--- config.mk ---
export PLATFORM = sky130hd
export DESIGN_NAME = elastic_pipe_reg
export DESIGN_NICKNAME = d
export VERILOG_FILES = /design/src/rtl/pipe_pkg.sv /design/src/rtl/elastic_ptr_ctrl.sv /design/src/rtl/elastic_pipe_reg.sv
export SDC_FILE = /design/constraint.sdc
export NUM_CORES = 1
export LEC_CHECK = 0
export BUFFER_PORTS_ARGS = -buffer_cell sky130_fd_sc_hd__buf_2
export CAP_MARGIN = 10
export CORE_ASPECT_RATIO = 2
export CORE_MARGIN = 5
export CORE_UTILIZATION = 40
export CTS_CLUSTER_DIAMETER = 40
export DETAILED_ROUTE_END_ITERATION = 6
export PLACE_DENSITY = 0.62
export SYNTH_ARGS = -nofsm -noshare
export SYNTH_HDL_FRONTEND = slang
export SYNTH_SLANG_ARGS = --single-unit
export TNS_END_PERCENT = 100
--- constraint.sdc ---
create_clock -name clk -period 3.3 [get_ports clk]
set_input_delay 0.66 -clock clk [delete_from_list [all_inputs] [get_ports clk]]
set_output_delay 0.66 -clock clk [all_outputs]
set_load 0.01 [all_outputs]
--- src/rtl/pipe_pkg.sv ---
// Shared constants and helpers for the elastic pipeline register family.
package pipe_pkg;

  localparam int PIPE_DEF_WIDTH = 32;
  localparam int PIPE_DEF_DEPTH = 2;

  // Occupancy counter width: enough bits to hold every value 0..depth inclusive.
  function automatic int pipe_cnt_w(input int depth);
    return $clog2(depth + 1);
  endfunction

endpackage

--- src/rtl/elastic_ptr_ctrl.sv ---
// Pointer and occupancy bookkeeping for elastic_pipe_reg; produces the handshake
// qualifiers so the storage wrapper only has to write and read the array.
module elastic_ptr_ctrl
  import pipe_pkg::*;
#(
  parameter  int DEPTH = PIPE_DEF_DEPTH,
  localparam int AW    = $clog2(DEPTH),
  localparam int CW    = pipe_cnt_w(DEPTH)
) (
  input  logic          clk,
  input  logic          rst,
  input  logic          flush,
  input  logic          in_valid,
  input  logic          out_ready,
  output logic          push,
  output logic          pop,
  output logic          in_ready,
  output logic          out_valid,
  output logic [AW-1:0] wr_ptr,
  output logic [AW-1:0] rd_ptr,
  output logic [CW-1:0] count
);

  logic [AW-1:0] wr_ptr_q, wr_ptr_d;
  logic [AW-1:0] rd_ptr_q, rd_ptr_d;
  logic [CW-1:0] count_q, count_d;

  // Handshake qualifiers depend only on registered occupancy, never on the far side's ready.
  always_comb begin
    in_ready  = (count_q != CW'(DEPTH));
    out_valid = (count_q != {CW{1'b0}});
    push      = in_valid & in_ready & ~flush;
    pop       = out_valid & out_ready & ~flush;
  end

  // Next-state pointers and count; flush squashes everything including same-cycle traffic.
  always_comb begin
    wr_ptr_d = wr_ptr_q;
    rd_ptr_d = rd_ptr_q;
    count_d  = count_q;
    if (flush) begin
      wr_ptr_d = {AW{1'b0}};
      rd_ptr_d = {AW{1'b0}};
      count_d  = {CW{1'b0}};
    end else begin
      if (push) begin
        wr_ptr_d = wr_ptr_q + AW'(1);
      end else begin
        wr_ptr_d = wr_ptr_q;
      end
      if (pop) begin
        rd_ptr_d = rd_ptr_q + AW'(1);
      end else begin
        rd_ptr_d = rd_ptr_q;
      end
      case ({push, pop})
        2'b10:   count_d = count_q + CW'(1);
        2'b01:   count_d = count_q - CW'(1);
        default: count_d = count_q;
      endcase
    end
  end

  // State registers with synchronous active-low reset.
  always_ff @(posedge clk) begin
    if (!rst) begin
      wr_ptr_q <= {AW{1'b0}};
      rd_ptr_q <= {AW{1'b0}};
      count_q  <= {CW{1'b0}};
    end else begin
      wr_ptr_q <= wr_ptr_d;
      rd_ptr_q <= rd_ptr_d;
      count_q  <= count_d;
    end
  end

  assign wr_ptr = wr_ptr_q;
  assign rd_ptr = rd_ptr_q;
  assign count  = count_q;

endmodule

--- src/rtl/elastic_pipe_reg.sv ---
// DEPTH-entry first-word-fall-through pipeline register with valid/ready on both
// sides and a synchronous flush; stored words are always registered before they are shown.
module elastic_pipe_reg
  import pipe_pkg::*;
#(
  parameter  int WIDTH = PIPE_DEF_WIDTH,
  parameter  int DEPTH = PIPE_DEF_DEPTH,
  localparam int AW    = $clog2(DEPTH),
  localparam int CW    = pipe_cnt_w(DEPTH)
) (
  input  logic             clk,
  input  logic             rst,
  input  logic             flush,
  input  logic             in_valid,
  output logic             in_ready,
  input  logic [WIDTH-1:0] in_data,
  output logic             out_valid,
  input  logic             out_ready,
  output logic [WIDTH-1:0] out_data,
  output logic [CW-1:0]    count
);

  logic          push;
  logic          pop;
  logic [AW-1:0] wr_ptr;
  logic [AW-1:0] rd_ptr;

  logic [WIDTH-1:0] mem_q [DEPTH];

  elastic_ptr_ctrl #(
    .DEPTH (DEPTH)
  ) u_ptr_ctrl (
    .clk       (clk),
    .rst       (rst),
    .flush     (flush),
    .in_valid  (in_valid),
    .out_ready (out_ready),
    .push      (push),
    .pop       (pop),
    .in_ready  (in_ready),
    .out_valid (out_valid),
    .wr_ptr    (wr_ptr),
    .rd_ptr    (rd_ptr),
    .count     (count)
  );

  // Storage is left unreset; its contents are never visible while the buffer is empty.
  always_ff @(posedge clk) begin
    if (push) begin
      mem_q[wr_ptr] <= in_data;
    end
  end

  // Head word, masked to zero whenever nothing is stored.
  always_comb begin
    if (out_valid) begin
      out_data = mem_q[rd_ptr];
    end else begin
      out_data = {WIDTH{1'b0}};
    end
  end

endmodule

==> impl_metrics.json <==
{
  "status": "complete, no violations",
  "clk_latency_ns": 0.32,
  "cts_made_buffers": 9,
  "seq_area_frac_synth_pct": 76.7,
  "syn_area_sq_um": 2640,
  "synth_common_cells": "edfxtp_1 (64), nor2_1 (39), mux2i_1 (32)",
  "synth_area_per_cell_sq_um": 16.1,
  "synth.area.top_cells": "edfxtp_1 (73%), mux2i_1 (12%), nor2_1 (5.6%), dfxtp_1 (3.8%), buf_4 (0.85%)",
  "yosysUniqueCellTypes": 17,
  "synth_top_cell_by_area": "edfxtp_1",
  "setup_viol": 0,
  "grt_overflow_total": 0,
  "max-slew-margin-rel_pct": 37.8,
  "postRouteAntennaNets": 0,
  "timing.final.crit_share_pct": 74.8,
  "cts_max_path_buffers": 2,
  "hold_buffers": 0,
  "syn_to_final_growth_pct": 30.2,
  "syn_nets": 202,
  "crit_required_ns": 2.64,
  "hold_path_class": "reg -> reg",
  "end_kind": "output pin",
  "cp.depth": 4,
  "cts-htree-levels": 3,
  "hold_viol_final": 0,
  "drt_iter0_drc": 50,
  "drt_pass1_iterations": 4,
  "async_flop_share_pct": 0,
  "arrival_ns": 1.81,
  "synth_seq_cells": 69,
  "fin_worst_skew_ns": 0.00674,
  "criticalPathCategory": "reg -> out",
  "hold_slack_ns": 0.506,
  "antenna_found_initial": 0,
  "place_congestion": 0.666,
  "crit_chain": "buf_4 -> mux2i_1 -> nor2_1 -> buf_2",
  "initial_utilization_pct": 40.4,
  "dpl.hpwl_um": 3140,
  "die_width_um": 67.4,
  "vias_per_cell": 4.57,
  "io_buffers": 72,
  "drive_above_1_share_pct": 38.3,
  "cp.buffers_inverters": 2,
  "drc": 0,
  "use_met3_pct": 5.87,
  "clock.fmax_ghz": 0.405,
  "rows": 42,
  "path_max_fanout": 19,
  "final_max_slew_viol_count": 0,
  "nNetsFinal": 281,
  "fin_ws_ns": 0.830,
  "cts_sinks": 69,
  "grt_use_total_pct": 12.1,
  "routedWlPerCell_um": 13.7,
  "rsz0062_at_grt": "no",
  "cellPowerDensity_nw_per_um2": 610,
  "grt_pass1_vias": 1608,
  "grtUsageMet1_pct": 14.7,
  "r2r_cells": 3,
  "stdcell_count": 336,
  "cpLargestDelayFamily": "flip-flops",
  "fp.dieH_um": 125,
  "grt_pass1_wl_um": 7390,
  "synth-edff-count": 64,
  "setup-tns-final_ns": 0,
  "use_met2_pct": 18.0,
  "cts.clk_slew.worst_paths_ns": 0.05,
  "leakage_nw": 1.30,
  "tightest_slew_ns": 0.931,
  "netlist.area_leader.share_pct": 72.9,
  "cts_root_buf": "clkbuf_16",
  "period_minus_slack_ns": 2.47,
  "dp_cells": 320,
  "synthFlopType": "edfxtp_1",
  "io-pin-count": 73,
  "grt_max_degree": 33,
  "yosysWarnings": 0,
  "holdPathStages": 2,
  "worst_ir_drop_vdd_mv": 0.512,
  "totalWireLength_um": 4590,
  "worst_path_largest_cell_delay_ns": 0.60,
  "pre_cts_ws_ns": 1.04,
  "antenna_cells": 0,
  "cts-resized-gates": 0,
  "maxCapViolCount": 0,
  "grt_busiest_layer": "met2",
  "dieArea_sq_um": 8410,
  "synthCells": 164,
  "post_cts_buffers": 0,
  "core_area_sq_um": 6520,
  "crit_path_top_delay_cell": "dfxtp_2",
  "cts_tree": "built",
  "dr_total_vias": 1535,
  "yosysMostFrequentCell": "edfxtp_1",
  "critPathLaunchType": "register"
}
report_power, final:
part	internal, mW	switching [mW]
sequential	0.985	0.00750
clock	0.679	0.325
combinational	0.0403	0.0551
layer usage:
| metal | vias up | wire length, um |
|---|---|---|
| met4 | 0 | 66 |
| li1 | 756 | - |
| met3 | 7 | 429 |
| met5 | - | 0 |
| met1 | 706 | 1870 |
| met2 | 66 | 2230 |
cell type report:
class,count,area (sq um)
clock buffer,10,239
clock inverter,6,86.3
fill,575,3090
inverter,3,11.3
multi-input combinational,85,577
sequential,69,2020
tap,88,110
timing repair buffer,75,383
tightest hold or removal path: stages (launching register included):
cell and delay (ns):
dfxtp_1 0.32, xor2_1 0.08, nor2_1 0.07
state kept, by name, summed over array words and instances, names as in the netlist, named ones only:
| register | cells |
|---|---|
| u_ptr_ctrl.wr_ptr | 1 |
| mem_q | 64 |
| u_ptr_ctrl.rd_ptr | 1 |
| u_ptr_ctrl.count | 2 |
worst paths after layout:
check / slack [ns] / endpoint / start
hold reg to reg: 0.51 / u_ptr_ctrl.rd_ptr / u_ptr_ctrl.rd_ptr
setup / recovery: 0.83 / out_data[1] / register
hold / removal: 0.51 / u_ptr_ctrl.rd_ptr / u_ptr_ctrl.rd_ptr
setup reg to reg: 1.27 / mem_q[1][27] / u_ptr_ctrl.count[0]
placed cells by master, fill, tap and decap left out, drive strengths merged:
cell type | netlist | final
ha | 1 | 1
xnor2 | 1 | 1
nand2 | 1 | 1
or3 | 1 | 1
a21o | 1 | 1
clkinv | 0 | 3
buf | 7 | 75
clkbuf | 0 | 10
o21ai | 2 | 2
xor2 | 2 | 2
mux2i | 32 | 32
dfxtp | 5 | 5
nand3 | 2 | 2
clkinvlp | 0 | 1
a21oi | 2 | 2
nand2b | 1 | 1
edfxtp | 64 | 64
bufinv | 0 | 2
nor2 | 39 | 39
inv | 3 | 3
stage by stage:
| step | power (mW) | instance area, sq um | utilization [%] |
|---|---|---|---|
| 6_report | 2.09 | 3430 | 52.6 |
| 5_1_grt | 2.18 | 3430 | 52.6 |
| 4_1_cts | 2.12 | 3430 | 52.6 |
| 3_5_place_dp | 1.11 | 3100 | 47.6 |
| 3_3_place_gp | 1.10 | 3100 | 47.6 |
| 2_1_floorplan | 1.06 | 2640 | - |
kinds of logic after synthesis:
| logic type | count (synthesis) | share of synthesized area, % |
|---|---|---|
| AOI/OAI and AO/OA | 5 | 1.04 |
| xor gates and xnor gates | 3 | 0.997 |
| adders and majority gates | 1 | 0.475 |
| buffers and inverters | 10 | 2.04 |
| DFF | 69 | 76.7 |
| muxes | 32 | 12.2 |
| and+or+nand+nor | 44 | 6.55 |
(Power assumes the default switching activity.)
